[src/rtl/tlb_pkg.sv]
// Shared types for the multi-port TLB: entry layout, sweep FSM states, field widths.
package tlb_pkg;

    localparam int VPN2_W = 19;
    localparam int ASID_W = 8;
    localparam int PFN_W  = 20;
    localparam int C_W    = 3;

    typedef struct packed {
        logic [VPN2_W-1:0] vpn2;
        logic [ASID_W-1:0] asid;
        logic              g;
        logic [PFN_W-1:0]  pfn0;
        logic [C_W-1:0]    c0;
        logic              d0;
        logic              v0;
        logic [PFN_W-1:0]  pfn1;
        logic [C_W-1:0]    c1;
        logic              d1;
        logic              v1;
    } tlb_entry_t;

    typedef enum logic [1:0] {
        ST_IDLE  = 2'd0,
        ST_SWEEP = 2'd1,
        ST_DONE  = 2'd2
    } inv_state_t;

    function automatic int clog2(input int value);
        int r;
        r = 0;
        while ((1 << r) < value) r++;
        return r;
    endfunction

endpackage

[src/rtl/tlb_mport_if.sv]
// Bus bundle for tlb_mport: search ports, TLBWI/TLBWR write, TLBR read, Random/Wired, sweep control.
interface tlb_mport_if
    import tlb_pkg::*;
#(
    parameter  int TLBNUM = 16,
    parameter  int NSPORT = 2,
    localparam int IDX_W  = clog2(TLBNUM)
) ();

    logic [NSPORT*VPN2_W-1:0] s_vpn2;
    logic [NSPORT-1:0]        s_odd_page;
    logic [NSPORT*ASID_W-1:0] s_asid;
    logic [NSPORT-1:0]        s_found;
    logic [NSPORT*IDX_W-1:0]  s_index;
    logic [NSPORT*PFN_W-1:0]  s_pfn;
    logic [NSPORT*C_W-1:0]    s_c;
    logic [NSPORT-1:0]        s_d;
    logic [NSPORT-1:0]        s_v;
    logic [NSPORT-1:0]        s_multi;

    logic                     we;
    logic [IDX_W-1:0]         w_index;
    logic [VPN2_W-1:0]        w_vpn2;
    logic [ASID_W-1:0]        w_asid;
    logic                     w_g;
    logic [PFN_W-1:0]         w_pfn0;
    logic [C_W-1:0]           w_c0;
    logic                     w_d0;
    logic                     w_v0;
    logic [PFN_W-1:0]         w_pfn1;
    logic [C_W-1:0]           w_c1;
    logic                     w_d1;
    logic                     w_v1;

    logic [IDX_W-1:0]         r_index;
    logic [VPN2_W-1:0]        r_vpn2;
    logic [ASID_W-1:0]        r_asid;
    logic                     r_g;
    logic [PFN_W-1:0]         r_pfn0;
    logic [C_W-1:0]           r_c0;
    logic                     r_d0;
    logic                     r_v0;
    logic [PFN_W-1:0]         r_pfn1;
    logic [C_W-1:0]           r_c1;
    logic                     r_d1;
    logic                     r_v1;

    logic                     wired_we;
    logic [IDX_W-1:0]         wired;
    logic [IDX_W-1:0]         random_index;

    logic                     inv_req;
    logic                     inv_mode;
    logic [ASID_W-1:0]        inv_asid;
    logic                     inv_busy;
    logic                     inv_done;

    modport master (
        output s_vpn2, s_odd_page, s_asid,
        input  s_found, s_index, s_pfn, s_c, s_d, s_v, s_multi,
        output we, w_index, w_vpn2, w_asid, w_g,
        output w_pfn0, w_c0, w_d0, w_v0, w_pfn1, w_c1, w_d1, w_v1,
        output r_index,
        input  r_vpn2, r_asid, r_g, r_pfn0, r_c0, r_d0, r_v0, r_pfn1, r_c1, r_d1, r_v1,
        output wired_we, wired,
        input  random_index,
        output inv_req, inv_mode, inv_asid,
        input  inv_busy, inv_done
    );

    modport slave (
        input  s_vpn2, s_odd_page, s_asid,
        output s_found, s_index, s_pfn, s_c, s_d, s_v, s_multi,
        input  we, w_index, w_vpn2, w_asid, w_g,
        input  w_pfn0, w_c0, w_d0, w_v0, w_pfn1, w_c1, w_d1, w_v1,
        input  r_index,
        output r_vpn2, r_asid, r_g, r_pfn0, r_c0, r_d0, r_v0, r_pfn1, r_c1, r_d1, r_v1,
        input  wired_we, wired,
        output random_index,
        input  inv_req, inv_mode, inv_asid,
        output inv_busy, inv_done
    );

endinterface

[src/rtl/tlb_match.sv]
// One TLB search port: match vector, lowest-index priority encode, multi-hit flag, page select.
// Purely combinational, zero latency.
module tlb_match
    import tlb_pkg::*;
#(
    parameter  int TLBNUM = 16,
    localparam int IDX_W  = clog2(TLBNUM)
) (
    input  tlb_entry_t        ents [TLBNUM],
    input  logic [VPN2_W-1:0] vpn2,
    input  logic              odd_page,
    input  logic [ASID_W-1:0] asid,
    output logic              found,
    output logic [IDX_W-1:0]  index,
    output logic [PFN_W-1:0]  pfn,
    output logic [C_W-1:0]    c,
    output logic              d,
    output logic              v,
    output logic              multi
);

    localparam logic [TLBNUM-1:0] ONE = TLBNUM'(1);

    logic [TLBNUM-1:0] hit;
    tlb_entry_t        sel;

    always_comb begin
        hit = '0;
        for (int i = 0; i < TLBNUM; i++) begin
            hit[i] = (ents[i].vpn2 == vpn2) && (ents[i].g || (ents[i].asid == asid));
        end
    end

    // Scanning downward leaves the lowest matching index as the final assignment.
    always_comb begin
        index = '0;
        for (int i = TLBNUM - 1; i >= 0; i--) begin
            if (hit[i]) index = IDX_W'(i);
        end
    end

    assign sel   = ents[index];
    assign found = |hit;
    assign multi = |(hit & (hit - ONE));

    // The valid bit is reported, not used to qualify the hit; the consumer raises TLB-invalid.
    always_comb begin
        pfn = '0;
        c   = '0;
        d   = 1'b0;
        v   = 1'b0;
        if (found) begin
            if (odd_page) begin
                pfn = sel.pfn1;
                c   = sel.c1;
                d   = sel.d1;
                v   = sel.v1;
            end else begin
                pfn = sel.pfn0;
                c   = sel.c0;
                d   = sel.d0;
                v   = sel.v0;
            end
        end
    end

endmodule

[src/rtl/tlb_mport.sv]
// Parametrised MIPS TLB: NSPORT combinational search ports, write/read port, Random/Wired, invalidation sweep.
// Search and read are zero latency; writes land on the next edge; a sweep takes TLBNUM cycles plus a done pulse.
module tlb_mport
    import tlb_pkg::*;
#(
    parameter  int TLBNUM = 16,
    parameter  int NSPORT = 2,
    localparam int IDX_W  = clog2(TLBNUM)
) (
    input logic        clk,
    input logic        resetn,
    tlb_mport_if.slave bus
);

    localparam logic [IDX_W-1:0] MAX_IDX = IDX_W'(TLBNUM - 1);

    tlb_entry_t        ents [TLBNUM];
    tlb_entry_t        w_ent;
    tlb_entry_t        r_ent;

    logic [IDX_W-1:0]  wired_q;
    logic [IDX_W-1:0]  rand_q;

    inv_state_t        state_q, state_d;
    logic [IDX_W-1:0]  ptr_q;
    logic              mode_q;
    logic [ASID_W-1:0] asid_q;
    logic              sweep_clr;
    logic              inv_busy;
    logic              inv_done;

    logic [NSPORT-1:0]        s_found, s_d, s_v, s_multi;
    logic [NSPORT*IDX_W-1:0]  s_index;
    logic [NSPORT*PFN_W-1:0]  s_pfn;
    logic [NSPORT*C_W-1:0]    s_c;

    assign w_ent = '{vpn2: bus.w_vpn2, asid: bus.w_asid, g: bus.w_g,
                     pfn0: bus.w_pfn0, c0: bus.w_c0, d0: bus.w_d0, v0: bus.w_v0,
                     pfn1: bus.w_pfn1, c1: bus.w_c1, d1: bus.w_d1, v1: bus.w_v1};

    // A write to the entry under the sweep pointer takes precedence over the clear.
    always_ff @(posedge clk or negedge resetn) begin
        if (!resetn) begin
            for (int i = 0; i < TLBNUM; i++) ents[i] <= '0;
        end else begin
            for (int i = 0; i < TLBNUM; i++) begin
                if (bus.we && (bus.w_index == IDX_W'(i))) begin
                    ents[i] <= w_ent;
                end else if (sweep_clr && (ptr_q == IDX_W'(i))) begin
                    ents[i].v0 <= 1'b0;
                    ents[i].v1 <= 1'b0;
                end
            end
        end
    end

    assign r_ent       = ents[bus.r_index];
    assign bus.r_vpn2  = r_ent.vpn2;
    assign bus.r_asid  = r_ent.asid;
    assign bus.r_g     = r_ent.g;
    assign bus.r_pfn0  = r_ent.pfn0;
    assign bus.r_c0    = r_ent.c0;
    assign bus.r_d0    = r_ent.d0;
    assign bus.r_v0    = r_ent.v0;
    assign bus.r_pfn1  = r_ent.pfn1;
    assign bus.r_c1    = r_ent.c1;
    assign bus.r_d1    = r_ent.d1;
    assign bus.r_v1    = r_ent.v1;

    for (genvar p = 0; p < NSPORT; p++) begin : g_port
        tlb_match #(.TLBNUM(TLBNUM)) u_match (
            .ents     (ents),
            .vpn2     (bus.s_vpn2[p*VPN2_W +: VPN2_W]),
            .odd_page (bus.s_odd_page[p]),
            .asid     (bus.s_asid[p*ASID_W +: ASID_W]),
            .found    (s_found[p]),
            .index    (s_index[p*IDX_W +: IDX_W]),
            .pfn      (s_pfn[p*PFN_W +: PFN_W]),
            .c        (s_c[p*C_W +: C_W]),
            .d        (s_d[p]),
            .v        (s_v[p]),
            .multi    (s_multi[p])
        );
    end

    assign bus.s_found = s_found;
    assign bus.s_index = s_index;
    assign bus.s_pfn   = s_pfn;
    assign bus.s_c     = s_c;
    assign bus.s_d     = s_d;
    assign bus.s_v     = s_v;
    assign bus.s_multi = s_multi;

    // Random walks down to Wired then wraps to the top; a Wired of TLBNUM-1 pins it there.
    always_ff @(posedge clk or negedge resetn) begin
        if (!resetn) begin
            wired_q <= '0;
            rand_q  <= MAX_IDX;
        end else if (bus.wired_we) begin
            wired_q <= bus.wired;
            rand_q  <= MAX_IDX;
        end else if ((wired_q == MAX_IDX) || (rand_q == wired_q)) begin
            rand_q  <= MAX_IDX;
        end else begin
            rand_q  <= rand_q - IDX_W'(1);
        end
    end

    assign bus.random_index = rand_q;

    always_ff @(posedge clk or negedge resetn) begin
        if (!resetn) begin
            state_q <= ST_IDLE;
        end else begin
            state_q <= state_d;
        end
    end

    always_ff @(posedge clk or negedge resetn) begin
        if (!resetn) begin
            ptr_q  <= '0;
            mode_q <= 1'b0;
            asid_q <= '0;
        end else if ((state_q == ST_IDLE) && bus.inv_req) begin
            ptr_q  <= '0;
            mode_q <= bus.inv_mode;
            asid_q <= bus.inv_asid;
        end else if (state_q == ST_SWEEP) begin
            ptr_q  <= ptr_q + IDX_W'(1);
        end
    end

    always_comb begin
        state_d   = state_q;
        inv_busy  = 1'b0;
        inv_done  = 1'b0;
        sweep_clr = 1'b0;
        case (state_q)
            ST_IDLE: begin
                if (bus.inv_req) state_d = ST_SWEEP;
            end
            ST_SWEEP: begin
                inv_busy  = 1'b1;
                sweep_clr = !mode_q || (!ents[ptr_q].g && (ents[ptr_q].asid == asid_q));
                if (ptr_q == MAX_IDX) state_d = ST_DONE;
            end
            ST_DONE: begin
                inv_done = 1'b1;
                state_d  = ST_IDLE;
            end
            default: state_d = ST_IDLE;
        endcase
    end

    assign bus.inv_busy = inv_busy;
    assign bus.inv_done = inv_done;

endmodule

[src/flat_wrapper.sv]
// flat-port wrapper written by rule: the top's interface ports become plain ports
module tlb_mport_flat import tlb_pkg::*;
#(
    parameter  int TLBNUM = 16,
    parameter  int NSPORT = 2,
    localparam int IDX_W  = clog2(TLBNUM)
)
  (clk, resetn, bus_s_vpn2, bus_s_odd_page, bus_s_asid, bus_s_found, bus_s_index, bus_s_pfn, bus_s_c, bus_s_d, bus_s_v, bus_s_multi, bus_we, bus_w_index, bus_w_vpn2, bus_w_asid, bus_w_g, bus_w_pfn0, bus_w_c0, bus_w_d0, bus_w_v0, bus_w_pfn1, bus_w_c1, bus_w_d1, bus_w_v1, bus_r_index, bus_r_vpn2, bus_r_asid, bus_r_g, bus_r_pfn0, bus_r_c0, bus_r_d0, bus_r_v0, bus_r_pfn1, bus_r_c1, bus_r_d1, bus_r_v1, bus_wired_we, bus_wired, bus_random_index, bus_inv_req, bus_inv_mode, bus_inv_asid, bus_inv_busy, bus_inv_done);
  tlb_mport_if #(.TLBNUM(TLBNUM), .NSPORT(NSPORT)) bus_i ();
  input logic clk;
  input logic resetn;
  input wire logic [$bits(bus_i.s_vpn2)-1:0] bus_s_vpn2;
  input wire logic [$bits(bus_i.s_odd_page)-1:0] bus_s_odd_page;
  input wire logic [$bits(bus_i.s_asid)-1:0] bus_s_asid;
  output wire logic [$bits(bus_i.s_found)-1:0] bus_s_found;
  output wire logic [$bits(bus_i.s_index)-1:0] bus_s_index;
  output wire logic [$bits(bus_i.s_pfn)-1:0] bus_s_pfn;
  output wire logic [$bits(bus_i.s_c)-1:0] bus_s_c;
  output wire logic [$bits(bus_i.s_d)-1:0] bus_s_d;
  output wire logic [$bits(bus_i.s_v)-1:0] bus_s_v;
  output wire logic [$bits(bus_i.s_multi)-1:0] bus_s_multi;
  input wire logic [$bits(bus_i.we)-1:0] bus_we;
  input wire logic [$bits(bus_i.w_index)-1:0] bus_w_index;
  input wire logic [$bits(bus_i.w_vpn2)-1:0] bus_w_vpn2;
  input wire logic [$bits(bus_i.w_asid)-1:0] bus_w_asid;
  input wire logic [$bits(bus_i.w_g)-1:0] bus_w_g;
  input wire logic [$bits(bus_i.w_pfn0)-1:0] bus_w_pfn0;
  input wire logic [$bits(bus_i.w_c0)-1:0] bus_w_c0;
  input wire logic [$bits(bus_i.w_d0)-1:0] bus_w_d0;
  input wire logic [$bits(bus_i.w_v0)-1:0] bus_w_v0;
  input wire logic [$bits(bus_i.w_pfn1)-1:0] bus_w_pfn1;
  input wire logic [$bits(bus_i.w_c1)-1:0] bus_w_c1;
  input wire logic [$bits(bus_i.w_d1)-1:0] bus_w_d1;
  input wire logic [$bits(bus_i.w_v1)-1:0] bus_w_v1;
  input wire logic [$bits(bus_i.r_index)-1:0] bus_r_index;
  output wire logic [$bits(bus_i.r_vpn2)-1:0] bus_r_vpn2;
  output wire logic [$bits(bus_i.r_asid)-1:0] bus_r_asid;
  output wire logic [$bits(bus_i.r_g)-1:0] bus_r_g;
  output wire logic [$bits(bus_i.r_pfn0)-1:0] bus_r_pfn0;
  output wire logic [$bits(bus_i.r_c0)-1:0] bus_r_c0;
  output wire logic [$bits(bus_i.r_d0)-1:0] bus_r_d0;
  output wire logic [$bits(bus_i.r_v0)-1:0] bus_r_v0;
  output wire logic [$bits(bus_i.r_pfn1)-1:0] bus_r_pfn1;
  output wire logic [$bits(bus_i.r_c1)-1:0] bus_r_c1;
  output wire logic [$bits(bus_i.r_d1)-1:0] bus_r_d1;
  output wire logic [$bits(bus_i.r_v1)-1:0] bus_r_v1;
  input wire logic [$bits(bus_i.wired_we)-1:0] bus_wired_we;
  input wire logic [$bits(bus_i.wired)-1:0] bus_wired;
  output wire logic [$bits(bus_i.random_index)-1:0] bus_random_index;
  input wire logic [$bits(bus_i.inv_req)-1:0] bus_inv_req;
  input wire logic [$bits(bus_i.inv_mode)-1:0] bus_inv_mode;
  input wire logic [$bits(bus_i.inv_asid)-1:0] bus_inv_asid;
  output wire logic [$bits(bus_i.inv_busy)-1:0] bus_inv_busy;
  output wire logic [$bits(bus_i.inv_done)-1:0] bus_inv_done;
  assign bus_i.s_vpn2 = bus_s_vpn2;
  assign bus_i.s_odd_page = bus_s_odd_page;
  assign bus_i.s_asid = bus_s_asid;
  assign bus_s_found = bus_i.s_found;
  assign bus_s_index = bus_i.s_index;
  assign bus_s_pfn = bus_i.s_pfn;
  assign bus_s_c = bus_i.s_c;
  assign bus_s_d = bus_i.s_d;
  assign bus_s_v = bus_i.s_v;
  assign bus_s_multi = bus_i.s_multi;
  assign bus_i.we = bus_we;
  assign bus_i.w_index = bus_w_index;
  assign bus_i.w_vpn2 = bus_w_vpn2;
  assign bus_i.w_asid = bus_w_asid;
  assign bus_i.w_g = bus_w_g;
  assign bus_i.w_pfn0 = bus_w_pfn0;
  assign bus_i.w_c0 = bus_w_c0;
  assign bus_i.w_d0 = bus_w_d0;
  assign bus_i.w_v0 = bus_w_v0;
  assign bus_i.w_pfn1 = bus_w_pfn1;
  assign bus_i.w_c1 = bus_w_c1;
  assign bus_i.w_d1 = bus_w_d1;
  assign bus_i.w_v1 = bus_w_v1;
  assign bus_i.r_index = bus_r_index;
  assign bus_r_vpn2 = bus_i.r_vpn2;
  assign bus_r_asid = bus_i.r_asid;
  assign bus_r_g = bus_i.r_g;
  assign bus_r_pfn0 = bus_i.r_pfn0;
  assign bus_r_c0 = bus_i.r_c0;
  assign bus_r_d0 = bus_i.r_d0;
  assign bus_r_v0 = bus_i.r_v0;
  assign bus_r_pfn1 = bus_i.r_pfn1;
  assign bus_r_c1 = bus_i.r_c1;
  assign bus_r_d1 = bus_i.r_d1;
  assign bus_r_v1 = bus_i.r_v1;
  assign bus_i.wired_we = bus_wired_we;
  assign bus_i.wired = bus_wired;
  assign bus_random_index = bus_i.random_index;
  assign bus_i.inv_req = bus_inv_req;
  assign bus_i.inv_mode = bus_inv_mode;
  assign bus_i.inv_asid = bus_inv_asid;
  assign bus_inv_busy = bus_i.inv_busy;
  assign bus_inv_done = bus_i.inv_done;
  tlb_mport #(.TLBNUM(TLBNUM), .NSPORT(NSPORT)) u_core (.clk(clk), .resetn(resetn), .bus(bus_i));
endmodule
[config.mk]
export PLATFORM = sky130hd
export DESIGN_NAME = tlb_mport_flat
export DESIGN_NICKNAME = d
export VERILOG_FILES = /design/src/rtl/tlb_pkg.sv /design/src/rtl/tlb_mport_if.sv /design/src/rtl/tlb_match.sv /design/src/rtl/tlb_mport.sv /design/src/flat_wrapper.sv
export SDC_FILE = /design/constraint.sdc
export NUM_CORES = 2
export LEC_CHECK = 0
export CAP_MARGIN = 0
export CORE_ASPECT_RATIO = 2
export CORE_UTILIZATION = 30
export CTS_CLUSTER_SIZE = 12
export DETAILED_ROUTE_END_ITERATION = 10
export PLACE_DENSITY = 0.48
export SYNTH_ARGS = -nofsm -noshare
export SYNTH_HDL_FRONTEND = slang
export SYNTH_SLANG_ARGS = --single-unit
[constraint.sdc]
create_clock -name clk -period 7.4 [get_ports clk]
set_input_delay 2.22 -clock clk [delete_from_list [all_inputs] [get_ports clk]]
set_output_delay 2.22 -clock clk [all_outputs]
set_load 0.05 [all_outputs]
==> key figures <==
Status
  • Status: finished, violations left
  • Failing checks: setup timing

Setup path
  • Max Fanout on Critical Path: 6
  • Worst setup path start: bus_s_vpn2[34]
  • FF-to-FF setup slack: 3.11 ns
  • Reg2Reg Depth: 11
  • Worst Setup EP: bus_s_d[1]
  • Req. time, crit path: 5.18 ns
  • Worst setup path class: in2out
  • Crit Reg-Reg Startpoint: u_core.ptr_q[0]
  • Crit path DAT: 7.14 ns
  • Reg2reg end: u_core.ents[259]
  • Startpoint types: input port
  • Crit end category: output port

Timing
  • Max Transition Viols Final: 0
  • RSZ-0062 raised after global routing: yes
  • Final Skew: approximately 0.046 ns
  • Worst hold slack: about 0.5 ns
  • Fmax: 107 MHz
  • Fin. Hold Viols: 0
  • Post-route minimum period: 9.36 ns
  • Final worst setup slack: -1.96 ns
  • Slew @ Worst Pin: 1.35 ns
  • Final Cycle Share: 126%
  • Setup TNS: -78.89 ns
  • Final setup viols: between 60 and 70
  • Slew HR: 9.88%

Place
  • RD Place Congestion: 1.00
  • Area after DPL: 0.0981 mm²
  • Dpl ws: -2.69 ns
  • DP HPWL: roughly 320000 µm
  • I/O Buffers: 305

Layout
  • Final instance area: approximately 0.11 mm²
  • Layout cells sized above 1: 42.8%
  • Synth-to-Final Area Change: 36.3%
  • Fin nets: about 8900

Routing
  • DR vias/cell: 5.96
  • Number of DRC markers in iteration 0: 7165
  • Wire length on met3: 30500 µm
  • Wl on met1: 151000 µm
  • Vias: 74243
  • Pre-antenna DRT Iters: 6
  • Drt drc: 0
  • Post-route ant nets: 0
  • Routed WL per cell: 37.7 µm
  • WL met2: 229000 µm
  • Max layer used: met5
  • Total Wirelength: roughly 470000 µm

Floorplan
  • Site Rows: 271
  • Ports: about 300
  • Area of the die: 0.276 mm²
  • Die Width: 372 µm
  • Die Y: 741 µm
  • Core Area: 0.272 mm²
  • Initial Util: 30.2%

Hold path
  • Hold Path Class: reg2reg
  • HP Start: u_core.asid_q[0]

Synth
  • Seq/Total Area, Yosys: around two fifths
  • Synthesized area: 0.0820 mm²
  • Post-synth EDFFs: 0
  • Yosys warning count: 0
  • Top_reg_cell synth: dfrtp_1
  • Syn_area_per_cell: 10.7 µm²
  • Post-synth ARST share: 100%
  • Synthesized flop and latch total: 1271
  • Synth Instances: approximately 7700
  • Post-Syn Nets: 7839
  • Synth unique cells: 74

Clock tree
  • Hold_buf cts: 0
  • Number of H-tree levels: 4
  • CTS tree: yes
  • Clock root buffer: clkbuf_16
  • Total CTS buffers: 148
  • Clk_lat worst skew: 0.86 ns
  • Clock Sinks: 1271
  • Clock transition at path regs: ~0.060 ns
  • Clk buf depth: 4

Power
  • Peak supply drop: between 150 and 200 µV
  • Leakage power: ~46 nW
  • Pwr dens: 250 mW/mm²

GRT
  • GRT Total Usage: ~33%
  • Pin count of the biggest net entering global routing: ~160
  • Initial antenna violation count: 43
  • Total grt overflow: 0
  • Vias in the first global route: ~75000
  • First-pass GRT wire length: 632000 µm

Job
  • Max Cap Viol: 0
## layout by cell type (no fill, tap or decap), drive strengths merged, types with 6 or more instances in the layout
master         synthesis  routed
mux4                 435     435
bufbuf                 0       7
or3                    8       8
dfrtp               1267    1267
clkinv                 2      20
a211oi                27      27
a31oi                143     143
diode                  0      31
nor3                  28      28
nand3                376     376
and2                  25      25
o22ai                 38      38
clkdlybuf4s15          0       7
mux2                1066    1066
o21ai                 47      47
inv                   19      26
dlygate4sd2            0       6
nor2                  49      49
nor4                 205     205
clkbuf               392     242
mux2i                231     231
or4                    6       6
o211ai                 7       7
a32oi                140     140
xnor2                109     109
a22oi                  8       8
nand4                 82      82
buf                  305    1483
a22o                  16      16
nand2               1619    1619
nor2b                 10      10
clkdlybuf4s50          0     109
nand2b                10      10
xor2                 770     770
a221oi                50      50
nand3b                27      27
bufinv                 0       8
a21oi                 99      99
## worst min path at each step
stage / end / slack (ns) / depth (start not counted)
global placement: u_core.bus.random_index[0] / 0.46 / 1
detailed placement: u_core.bus.random_index[0] / 0.48 / 1
global route: u_core.bus.random_index[0] / 0.51 / 1
CTS: u_core.bus.random_index[0] / 0.50 / 1
finish: u_core.asid_q[0] / 0.50 / 2
floorplan: u_core.mode_q / 0.45 / 2
## where the power goes
group,internal (W),switching (W)
Sequential,0.00859,0.00271
Clock,0.00431,0.00331
Combinational,0.00436,0.00465
Total,0.0173,0.0107
## metrics by stage
stage | utilization (%) | std cells | total power (W)
floorplan | - | 7674 | 0.0154
global placement | 36.1 | 11828 | 0.0195
detailed placement | 36.1 | 11828 | 0.0197
CTS | 39.8 | 12296 | 0.0276
global route | 41.1 | 12432 | 0.0288
finish | 41.1 | 12448 | 0.0279
## cell families (layout without fill, tap and decap cells)
group,Yosys count,count (layout),share of synthesized area (%)
buf+inv,718,1912,3.94
flops,1271,1271,38.8
compound gates,609,609,5.24
fa+ha+maj,8,8,0.113
other cells,0,31,0
xor+xnor,879,879,9.39
mux,1732,1732,29.4
simple gates,2457,2457,13.1
## worst max-delay path, cell delays in order
cell and delay [ns]:
buf_12 0.10, buf_12 0.13, buf_6 0.12, xor2_2 0.13
nor4_2 0.33, buf_4 0.17, nand4_1 0.69, buf_4 0.44
nor3_4 0.12, buf_6 0.13, or3_4 0.11, a21oi_2 0.04
o21a_4 0.25, buf_12 0.16, buf_12 0.15, buf_8 0.13
a211oi_2 0.22, a31oi_1 0.09, a32oi_2 0.24, buf_6 0.19
nand4_1 0.45, buf_4 0.34, buf_12 0.14
## layout make-up
class	instances	area (µm²)
Antenna cell	31	77.6
Clock buffer	212	4320
Clock inverter	29	380
Fill cell	26010	160000
Inverter	21	134
Multi-Input combinational cell	5685	51100
Sequential cell	1271	31800
Tap cell	3549	4440
Timing Repair Buffer	1644	19400
Timing Repair inverter	6	138
## synthesized netlist by cell type (10+ instances only)
| cell type | n | area, µm² |
|---|---|---|
| dfrtp_1 | 1267 | 31700 |
| mux2_2 | 1066 | 12000 |
| nand3_1 | 376 | 1880 |
| mux4_2 | 435 | 9800 |
| nand4_1 | 82 | 513 |
| and2_1 | 25 | 156 |
| a22o_1 | 16 | 140 |
| xnor2_1 | 109 | 955 |
| nor4_1 | 205 | 1280 |
| nand3b_1 | 27 | 203 |
| buf_6 | 15 | 169 |
| mux2i_1 | 231 | 2310 |
| buf_4 | 60 | 450 |
| nor2b_1 | 10 | 62.6 |
| a32oi_1 | 140 | 1230 |
| a221oi_1 | 50 | 438 |
| nand2_1 | 1619 | 6080 |
| buf_2 | 158 | 791 |
| a31oi_1 | 143 | 895 |
| a21oi_1 | 99 | 495 |
| nor2_1 | 49 | 184 |
| inv_1 | 17 | 63.8 |
| buf_1 | 72 | 270 |
| xor2_1 | 770 | 6740 |
| nand2b_1 | 10 | 62.6 |
| clkbuf_1 | 392 | 1470 |
| a211oi_1 | 26 | 195 |
| o21ai_0 | 43 | 215 |
| nor3_1 | 27 | 135 |
| o22ai_1 | 38 | 238 |
## flip-flops by register name (all words and copies together), names as in the netlist
signal,cells
u_core.ents,1248
u_core.asid_q,8
u_core.bus.random_index,4
u_core.ptr_q,4
u_core.wired_q,4
u_core.state_q,2
u_core.mode_q,1
## per-layer routing
layer  vias to the layer above  track usage (%)
met5                         -                0
met4                        24             33.1
met3                      1734             6.18
met2                      4229             55.9
met1                     38371             33.6
li1                      29885                -
## timing repair
item	in CTS	in global routing
gates resized for setup	667	533
endpoints found under the hold margin	0	0
endpoints found under the setup margin	62	62
buffers inserted	193	141
cloned	45	19
pin swaps	170	251
Note: power is estimated with default switching activity, not from simulation.
